`config.mk`:
```
export PLATFORM = sky130hd
export DESIGN_NAME = step_pulse_sequencer
export DESIGN_NICKNAME = d
export VERILOG_FILES = /design/src/rtl/gearbox_pkg.sv /design/src/rtl/step_pulse_sequencer_phase_timer.sv /design/src/rtl/step_pulse_sequencer.sv
export SDC_FILE = /design/constraint.sdc
export NUM_CORES = 1
export LEC_CHECK = 0
export CAP_MARGIN = 5
export CELL_PAD_IN_SITES_DETAIL_PLACEMENT = 2
export CELL_PAD_IN_SITES_GLOBAL_PLACEMENT = 2
export CORE_ASPECT_RATIO = 1.1
export CORE_MARGIN = 3
export CORE_UTILIZATION = 33
export DETAILED_ROUTE_END_ITERATION = 6
export GPL_ROUTABILITY_DRIVEN = 0
export PLACE_DENSITY = 0.88
export SYNTH_ARGS = -nofsm -noshare
export SYNTH_HDL_FRONTEND = slang
export SYNTH_HIERARCHICAL = 1
export SYNTH_SLANG_ARGS = --single-unit
export TNS_END_PERCENT = 50
```
`constraint.sdc`:
```
create_clock -name clk -period 6.3 [get_ports clk]
set_input_delay 1.575 -clock clk [delete_from_list [all_inputs] [get_ports clk]]
set_output_delay 1.575 -clock clk [all_outputs]
set_load 0.05 [all_outputs]
```
`src/rtl/gearbox_pkg.sv`:
```
`default_nettype none
// +-----------------------------------------------------------------------------+
// | Module      : gearbox_pkg                                                   |
// | Description : Shared constants for the step/dir pulse sequencer: FSM state  |
// |               encodings, default phase tick counts and the pending-counter  |
// |               saturation bound.                                             |
// | Revision    : 1.0 - initial release                                         |
// +-----------------------------------------------------------------------------+
package gearbox_pkg;

    // Sequencer FSM state encodings
    localparam logic [1:0] IDLE  = 2'd0;
    localparam logic [1:0] SETUP = 2'd1;
    localparam logic [1:0] PULSE = 2'd2;
    localparam logic [1:0] GAP   = 2'd3;

    // Default driver timing, in clk cycles
    localparam int c_step_pulse_ticks = 120;
    localparam int c_step_gap_ticks   = 120;
    localparam int c_dir_setup_ticks  = 60;

    // Largest magnitude the symmetric signed pending counter may hold
    function automatic int pend_sat_max(input int bits);
        return (1 << (bits - 1)) - 1;
    endfunction

endpackage
`default_nettype wire

```
`src/rtl/step_pulse_sequencer_phase_timer.sv`:
```
`default_nettype none
// +-----------------------------------------------------------------------------+
// | Module      : phase_timer                                                   |
// | Description : Loadable down-counter shared by the SETUP, PULSE and GAP      |
// |               phases. Counts down to zero and holds there until reloaded.   |
// | Revision    : 1.0 - initial release                                         |
// +-----------------------------------------------------------------------------+
module phase_timer
    import gearbox_pkg::*;
#(
    parameter int TIMER_BITS = 16
) (
    input  logic                  clk,
    input  logic                  rst,
    input  logic                  load,
    input  logic [TIMER_BITS-1:0] load_val,
    output logic                  zero
);

    logic [TIMER_BITS-1:0] r_count;

    // Load takes priority; otherwise count down and park at zero
    always_ff @(posedge clk) begin
        if (rst) begin
            r_count <= '0;
        end else if (load) begin
            r_count <= load_val;
        end else if (r_count != '0) begin
            r_count <= r_count - 1'b1;
        end
    end

    assign zero = (r_count == '0);

endmodule
`default_nettype wire

```
`src/rtl/step_pulse_sequencer.sv`:
```
`default_nettype none
// +-----------------------------------------------------------------------------+
// | Module      : step_pulse_sequencer                                          |
// | Description : Accumulates signed step requests in a saturating pending      |
// |               counter and drains it as step/dir pulses honouring dir setup, |
// |               pulse width and minimum gap timing of the stepper driver.     |
// | Revision    : 1.0 - initial release                                         |
// +-----------------------------------------------------------------------------+
module step_pulse_sequencer
    import gearbox_pkg::*;
#(
    parameter int PEND_BITS        = 16,
    parameter int TIMER_BITS       = 16,
    parameter int STEP_PULSE_TICKS = c_step_pulse_ticks,
    parameter int STEP_GAP_TICKS   = c_step_gap_ticks,
    parameter int DIR_SETUP_TICKS  = c_dir_setup_ticks
) (
    input  logic                        clk,
    input  logic                        rst,
    input  logic                        enable,
    input  logic                        req_step,
    input  logic                        req_up,
    output logic                        step_pulse,
    output logic                        dir,
    output logic                        busy,
    output logic signed [PEND_BITS-1:0] pending,
    output logic                        overflow
);

    localparam logic [TIMER_BITS-1:0] c_pulse_load = TIMER_BITS'(STEP_PULSE_TICKS - 1);
    localparam logic [TIMER_BITS-1:0] c_gap_load   = TIMER_BITS'(STEP_GAP_TICKS - 1);
    localparam logic [TIMER_BITS-1:0] c_setup_load = TIMER_BITS'(DIR_SETUP_TICKS - 1);

    // Arithmetic runs one bit wider so out-of-range sums are visible before truncation
    localparam logic signed [PEND_BITS:0] c_pend_max = (PEND_BITS + 1)'(pend_sat_max(PEND_BITS));
    localparam logic signed [PEND_BITS:0] c_pend_min = -c_pend_max;
    localparam logic signed [PEND_BITS:0] c_one      = {{PEND_BITS{1'b0}}, 1'b1};

    logic [1:0]                  r_state;
    logic                        r_step;
    logic                        r_dir;
    logic signed [PEND_BITS-1:0] r_pending;
    logic                        r_overflow;

    logic [1:0]                  w_state_nxt;
    logic                        w_step_nxt;
    logic                        w_dir_nxt;
    logic                        w_tmr_load;
    logic [TIMER_BITS-1:0]       w_tmr_val;
    logic                        w_tmr_zero;
    logic                        w_consume;
    logic                        w_pend_nz;
    logic                        w_want_up;
    logic signed [PEND_BITS:0]   w_pend_ext;
    logic signed [PEND_BITS:0]   w_req_delta;
    logic signed [PEND_BITS:0]   w_cons_delta;
    logic signed [PEND_BITS:0]   w_sum;
    logic signed [PEND_BITS:0]   w_keep;
    logic                        w_drop;

    phase_timer #(
        .TIMER_BITS (TIMER_BITS)
    ) u_phase_timer (
        .clk      (clk),
        .rst      (rst),
        .load     (w_tmr_load),
        .load_val (w_tmr_val),
        .zero     (w_tmr_zero)
    );

    assign w_pend_nz = (r_pending != '0);
    // Only meaningful when pending is non-zero: a clear sign bit then means positive
    assign w_want_up = ~r_pending[PEND_BITS-1];

    // Next-state logic; a pulse start always reloads the timer and consumes one step
    always_comb begin
        w_state_nxt = r_state;
        w_step_nxt  = r_step;
        w_dir_nxt   = r_dir;
        w_tmr_load  = 1'b0;
        w_tmr_val   = '0;
        w_consume   = 1'b0;
        case (r_state)
            IDLE: begin
                if (enable && w_pend_nz) begin
                    if (r_dir == w_want_up) begin
                        w_state_nxt = PULSE;
                        w_step_nxt  = 1'b1;
                        w_tmr_load  = 1'b1;
                        w_tmr_val   = c_pulse_load;
                        w_consume   = 1'b1;
                    end else begin
                        w_dir_nxt   = w_want_up;
                        w_state_nxt = SETUP;
                        w_tmr_load  = 1'b1;
                        w_tmr_val   = c_setup_load;
                    end
                end
            end
            SETUP: begin
                if (!enable) begin
                    w_state_nxt = IDLE;
                end else if (w_tmr_zero) begin
                    // Pending may have changed sign or emptied while dir settled
                    if (w_pend_nz && (r_dir == w_want_up)) begin
                        w_state_nxt = PULSE;
                        w_step_nxt  = 1'b1;
                        w_tmr_load  = 1'b1;
                        w_tmr_val   = c_pulse_load;
                        w_consume   = 1'b1;
                    end else begin
                        w_state_nxt = IDLE;
                    end
                end
            end
            PULSE: begin
                if (w_tmr_zero) begin
                    w_state_nxt = GAP;
                    w_step_nxt  = 1'b0;
                    w_tmr_load  = 1'b1;
                    w_tmr_val   = c_gap_load;
                end
            end
            GAP: begin
                if (w_tmr_zero) begin
                    w_state_nxt = IDLE;
                end
            end
            default: begin
                w_state_nxt = IDLE;
                w_step_nxt  = 1'b0;
            end
        endcase
    end

    // Net pending change: request plus consume, request dropped if it would saturate
    assign w_pend_ext   = {r_pending[PEND_BITS-1], r_pending};
    assign w_req_delta  = req_step ? (req_up ? c_one : '1) : '0;
    assign w_cons_delta = w_consume ? (r_pending[PEND_BITS-1] ? c_one : '1) : '0;
    assign w_sum        = w_pend_ext + w_req_delta + w_cons_delta;
    assign w_keep       = w_pend_ext + w_cons_delta;
    assign w_drop       = (w_sum > c_pend_max) || (w_sum < c_pend_min);

    // State, driver pins and pending counter registers
    always_ff @(posedge clk) begin
        if (rst) begin
            r_state    <= IDLE;
            r_step     <= 1'b0;
            r_dir      <= 1'b1;
            r_pending  <= '0;
            r_overflow <= 1'b0;
        end else begin
            r_state <= w_state_nxt;
            r_step  <= w_step_nxt;
            r_dir   <= w_dir_nxt;
            if (w_drop) begin
                r_pending  <= w_keep[PEND_BITS-1:0];
                r_overflow <= 1'b1;
            end else begin
                r_pending  <= w_sum[PEND_BITS-1:0];
            end
        end
    end

    assign step_pulse = r_step;
    assign dir        = r_dir;
    assign busy       = (r_state != IDLE);
    assign pending    = r_pending;
    assign overflow   = r_overflow;

endmodule
`default_nettype wire

```
; ---- Word-level counts from Yosys, hierarchy flattened
; Index checks and enable logic that the tools add are counted.
[op_classes]
n_eq_ne = 12
add_sub_neg = 4
bitwise = 2
n_reduce_logical = 13
n_mux = 38
magnitude_cmp = 2
[op_table]
columns = operator, count
row1 = $mux W17, 4
row2 = $mux W16, 3
row3 = $mux W7, 6
row4 = $reduce_bool A16 Y1, 2
row5 = $pmux W7 S3, 1
row6 = $add A16 B17 Y17, 1
row7 = $add A17 B17 Y17, 1
row8 = $gt A17 B16 Y1 const B, 1
row9 = $lt A17 B16 Y1 const B, 1
row10 = $add A16 B16 Y16, 1
row11 = $logic_not A16 Y1, 1
row12 = $sub A16 B1 Y16 const B, 1
row13 = $mux W2, 7
row14 = $mux W1, 13
row15 = $ne A2 B2 Y1 const B, 4
row16 = $pmux W2 S4, 1
row17 = $reduce_and A7 Y1, 1
row18 = $ne A2 B1 Y1 const B, 3
row19 = $pmux W1 S3, 2
row20 = $eq A2 B2 Y1 const B, 2
row21 = $reduce_and A4 Y1, 1
row22 = $reduce_bool A2 Y1, 2
row23 = $ne A3 B2 Y1 const B, 1
row24 = $reduce_and A3 Y1, 1
row25 = 8 further kinds, 10
[word_totals]
register_bits = 37
out_inout_bits = 20

; ---- Depth between registers and ports, before layout
; Gate-level depths: netlist (run 1).
[depth]
ltp_word = 12
mapped_depth = 20
ltp_nobuf = 20

; ---- Cells and area by module
; The synthesis (run 1) kept the hierarchy.
[modules_own_cells]
columns = mod, cells_per_inst, instances, area_each_um2
row1 = step_pulse_sequencer, 357, 1, 2957.8
row2 = phase_timer, 112, 1, 902.1

; ---- Least setup slack after synthesis (run 1)
; Ideal clock, no wire load.
[synth_timing]
path_type = input -> register
start = in enable
end = reg r_pending[10] (netlist: pending[10])
arrival_ns = 6.017
path_stages = 16
slack_ns = 0.168
path_buffers = 0
path_cell_list = nand2b_1 a41oi_1 o211ai_1 inv_1 nand2_1 inv_1 fa_1 fa_1 a211oi_1 o211ai_1 a21oi_1 o22ai_1 or4_4 o311ai_4 a211oi_1 a31o_1
[synth_between]
elab_chain_cells = 8
elab_cells_between_ends = 11
[synth_lines]
columns = element, line
row1 = "start, declared", step_pulse_sequencer.sv:20  ; input logic enable,
row2 = $logic_and A1 B1 Y1, step_pulse_sequencer.sv:85  ; if (enable && w_pend_nz) begin
row3 = $mux W1, step_pulse_sequencer.sv:85
row4 = $pmux W1 S2 (*), step_pulse_sequencer.sv:83  ; case (r_state)
row5 = $mux W17 (*), step_pulse_sequencer.sv:139  ; assign w_cons_delta = w_consume ? (r_pending[PEND_BITS-1] ? c_one : '1) : '0;
row6 = $add A17 B17 Y17, step_pulse_sequencer.sv:140  ; assign w_sum = w_pend_ext + w_req_delta + w_cons_delta;
row7 = $gt A17 B16 Y1 / $lt A17 B16 Y1 (equally long branches), step_pulse_sequencer.sv:142  ; assign w_drop = (w_sum > c_pend_max) || (w_sum < c_pend_min);
row8 = $logic_or A1 B1 Y1, step_pulse_sequencer.sv:142
row9 = $mux W16 (*), step_pulse_sequencer.sv:156  ; if (w_drop) begin
row10 = "end signal, assigned", step_pulse_sequencer.sv:157  ; r_pending <= w_keep[PEND_BITS-1:0];
row11 = "end signal, assigned", step_pulse_sequencer.sv:160  ; r_pending <= w_sum[PEND_BITS-1:0];
row12 = "end, declared", step_pulse_sequencer.sv:42  ; logic signed [PEND_BITS-1:0] r_pending;
; Mark *: on every way between the ends. The rest lies on a longest branch, timed or not.
; A chain may end at the register's enable or synchronous reset.

; ---- Worst setup path after layout (run 1)
[layout_timing]
start = in enable
end = reg r_pending[1] (netlist: pending[1])
; Same word-level chain as after synthesis.

==> results.md, run 1 <==
- Register area share after synthesis: 0.192
- Hold crit path type: flop to flop
- WP data arrival: 6.24 ns
- FMAX: ~0.17 GHz
- Fin. Hold Viols: 0
- Num Clock Sinks: 37
- Worst Max-Slew Pin Slew: between 0.9 and 1 ns
- Root Buffer: clkbuf_16
- Most frequent cell after synthesis: dfxtp_1
- First-pass GRT wire length: 24400 um
- Initial Util: 0.346
- FF/Latch Area: roughly 740 um2
- Share of the synthesized area in the top cell type: 0.192
- Pre-antenna DRT Iters: 4
- Fill count: 1268
- Vias: 3981
- Synth cell count leaders: dfxtp_1, nand2_1, ha_1, nor2_1, o21ai_0
- Cell variety after synth: 74
- Setup crit start kind: primary input
- I/O pins: 25
- Post-Layout Cell Count: 662
- Flops & latches, synth: 37
- Number of max-cap violations: 0
- GRT Overall Usage: 0.236
- Avg Cell Area, Syn: a little over 8 um2
- Core footprint: roughly 11000 um2
- DR DRC count: 0
- Detail Route Antenna Nets: 0
- CP required: 6.52 ns
- Hold-fix buffers at CTS: 0
- Initial antenna violation count: 0
- Critical path fanouts, max: 8
- Status: complete, no violations
- Setup crit end kind: flop
- Port Buf Inserts: 24
- Chip width: 109 um
- Area leader, netlist: dfxtp_1
- Die Span Y: 119 um
- # diodes: 0
- GRT overflow: 0
- Cell Area, Synth: 3860 um2
- Placed insts: 654
- Wire length per cell: 22.4 um
- CP Class: primary input to flop
- Vias in the first global route: 4498
- HPWL Detailed: 11200 um
- Final Cycle Share: 0.956
- Ys flop type: dfxtp_1
- Multiplexer share of the synthesized area: 0.0104
- Clock buffer depth: 2
- Num rows: 40
- Hold_ws: 0.535 ns
- Drt total wl: around 15000 um
- Layout net count: 569
- DP Area: about 4400 um2
- Area of the multi-input gates: ~3000 um2
- Starting DRT DRC Count: 178
- Adder-Cell Fraction of Synth Area: 0.194
- Synth async-reset ratio: 0
- Post-synthesis simple-gate area fraction: 0.226
- Clk_lat worst skew: between 0.2 and 0.3 ns
- Top cells by area, synth: dfxtp_1, ha_1, fa_1, o21ai_0, a21oi_1
- Layout area overhead: 19.4%
- Main combinational cell family by area after synthesis: compound AO/OA/AOI/OAI gates
- Layout cell share with drive strength beyond 1: 0.113
- Slew Viols, Final: 0
- TritonCTS Buffers: 5
- Mapped Cells: roughly 470
- Post-DR vias/cell: 6.01
- Ys Warns: 6
- CTS tree: yes
- Number of flops mapped to enable cells by yosys: 0
- Largest net degree at the start of global routing: 33
- Clk_skew: just over 0.005 ns
- Fin area: 4610 um2
- Clk slew on worst S/H paths: 0.06 ns
- Synth Area in XOR/XNOR: 0.0658
- Finish-stage setup viols: 0
- Die footprint: 13000 um2
- Minimum clock period: 6.02 ns
- Slew headroom: 0.365
- Synth Area in Compound Gates: 0.273
- Level count of the clock H-tree: 2
## cell families after synthesis
kind of cell / Yosys count
other cells: 1
buf+inv: 37
compound gates: 149
mux: 4
xor+xnor: 29
fa+ha+maj: 49
flops: 37
simple gates: 163
## per-stage QoR
stage	setup TNS, ns	util	worst slack [ns]
detailed placement	-3.07	0.397	-0.284
CTS	0	0.410	0.0220
global placement	-0.0505	0.397	-0.0256
finish	0	0.413	0.280
global route	-0.0340	0.413	-0.0308
floorplan	0	-	0.168
## per-layer routing
metal	routed length [um]	global-route usage	vias to the layer above
li1	-	-	1841
met1	6040	0.277	2037
met2	8090	0.440	75
met3	312	0.0222	28
met4	366	0.0734	0
met5	0	0	-
## placed cells by master (no fill, tap or decap), types with 4 or more instances in the layout
| cell | synthesis | final |
|---|---|---|
| a211oi_1 | 9 | 8 |
| a21boi_0 | 4 | 4 |
| a21o_1 | 7 | 7 |
| a21oi_1 | 28 | 27 |
| a31oi_1 | 4 | 4 |
| and3_1 | 7 | 7 |
| buf_4 | 0 | 19 |
| clkbuf_16 | 0 | 5 |
| clkdlybuf4s50_1 | 0 | 24 |
| conb_1 | 1 | 9 |
| dfxtp_1 | 37 | 37 |
| fa_1 | 18 | 18 |
| ha_1 | 31 | 31 |
| inv_1 | 22 | 21 |
| mux2i_1 | 4 | 4 |
| nand2_1 | 36 | 35 |
| nand2b_1 | 4 | 4 |
| nand3_1 | 20 | 20 |
| nand4_1 | 9 | 9 |
| nor2_1 | 31 | 31 |
| nor2b_1 | 6 | 6 |
| nor3_1 | 14 | 14 |
| nor4_1 | 7 | 7 |
| o211ai_1 | 7 | 7 |
| o21a_1 | 5 | 5 |
| o21ai_0 | 30 | 29 |
| o21ai_1 | 5 | 5 |
| o31ai_1 | 6 | 6 |
| or2_2 | 5 | 5 |
| xnor2_1 | 13 | 13 |
| xor2_1 | 16 | 16 |
## state kept, by name, indices dropped and copies added, names as in the netlist
register               flops
dir                        1
overflow                   1
pending                   16
r_state                    2
step_pulse                 1
u_phase_timer/r_count     16
## worst max-delay path: stages
cell and delay (ns):
clkdlybuf4s50_1 0.51, nand2b_1 0.06, a41oi_1 0.21, o211ai_1 0.16, inv_1 0.11, nand2_1 0.14, inv_2 0.16, buf_12 0.14
fa_1 0.41, ha_1 0.46, o21ai_0 0.20, o21ai_2 0.30, a211o_1 0.18, nand3_1 0.15, or4_4 0.62, o311a_4 0.38
or3_1 0.33, a21oi_1 0.14
## repair_timing
item | in CTS | in global routing
setup buffers | 0 | 1
resized for setup | 0 | 8
hold endpoints to repair | 0 | 0
setup endpoints to repair | 0 | 16
## area by class of cell
| type | instances | share of cell area |
|---|---|---|
| multi-input combinational | 403 | 0.657 |
| sequential | 37 | 0.161 |
| timing repair buffer | 45 | 0.0918 |
| tap | 147 | 0.0399 |
| clock buffer | 6 | 0.0301 |
| inverter | 23 | 0.0187 |
| clock inverter | 1 | 0.00163 |
## path summary, 6_finish.rpt
kind,start,endpoint,slack [ns],cells past startpoint
max reg2reg,u_phase_timer/r_count[0]$_SDFFE_PP0P_,pending[1]$_SDFF_PP0_,0.63,20
min,dir$_SDFFE_PP1P_,dir$_SDFFE_PP1P_,0.53,2
min reg2reg,dir$_SDFFE_PP1P_,dir$_SDFFE_PP1P_,0.53,2
max,enable,pending[1]$_SDFF_PP0_,0.28,18
Power of run 1 is left out: the tool's default activity adds up to more than one toggle a clock period on the data nets, which glitch-free logic cannot reach.
==> inputs of run 2 (changes only) <==
Settings changed: ABC_CLOCK_PERIOD_IN_PS set to 6300.
==> results of run 2 <==
No change in the layout: final DEF, timing and power equal those of run 1.
Power of run 2 is left out for the same reason.
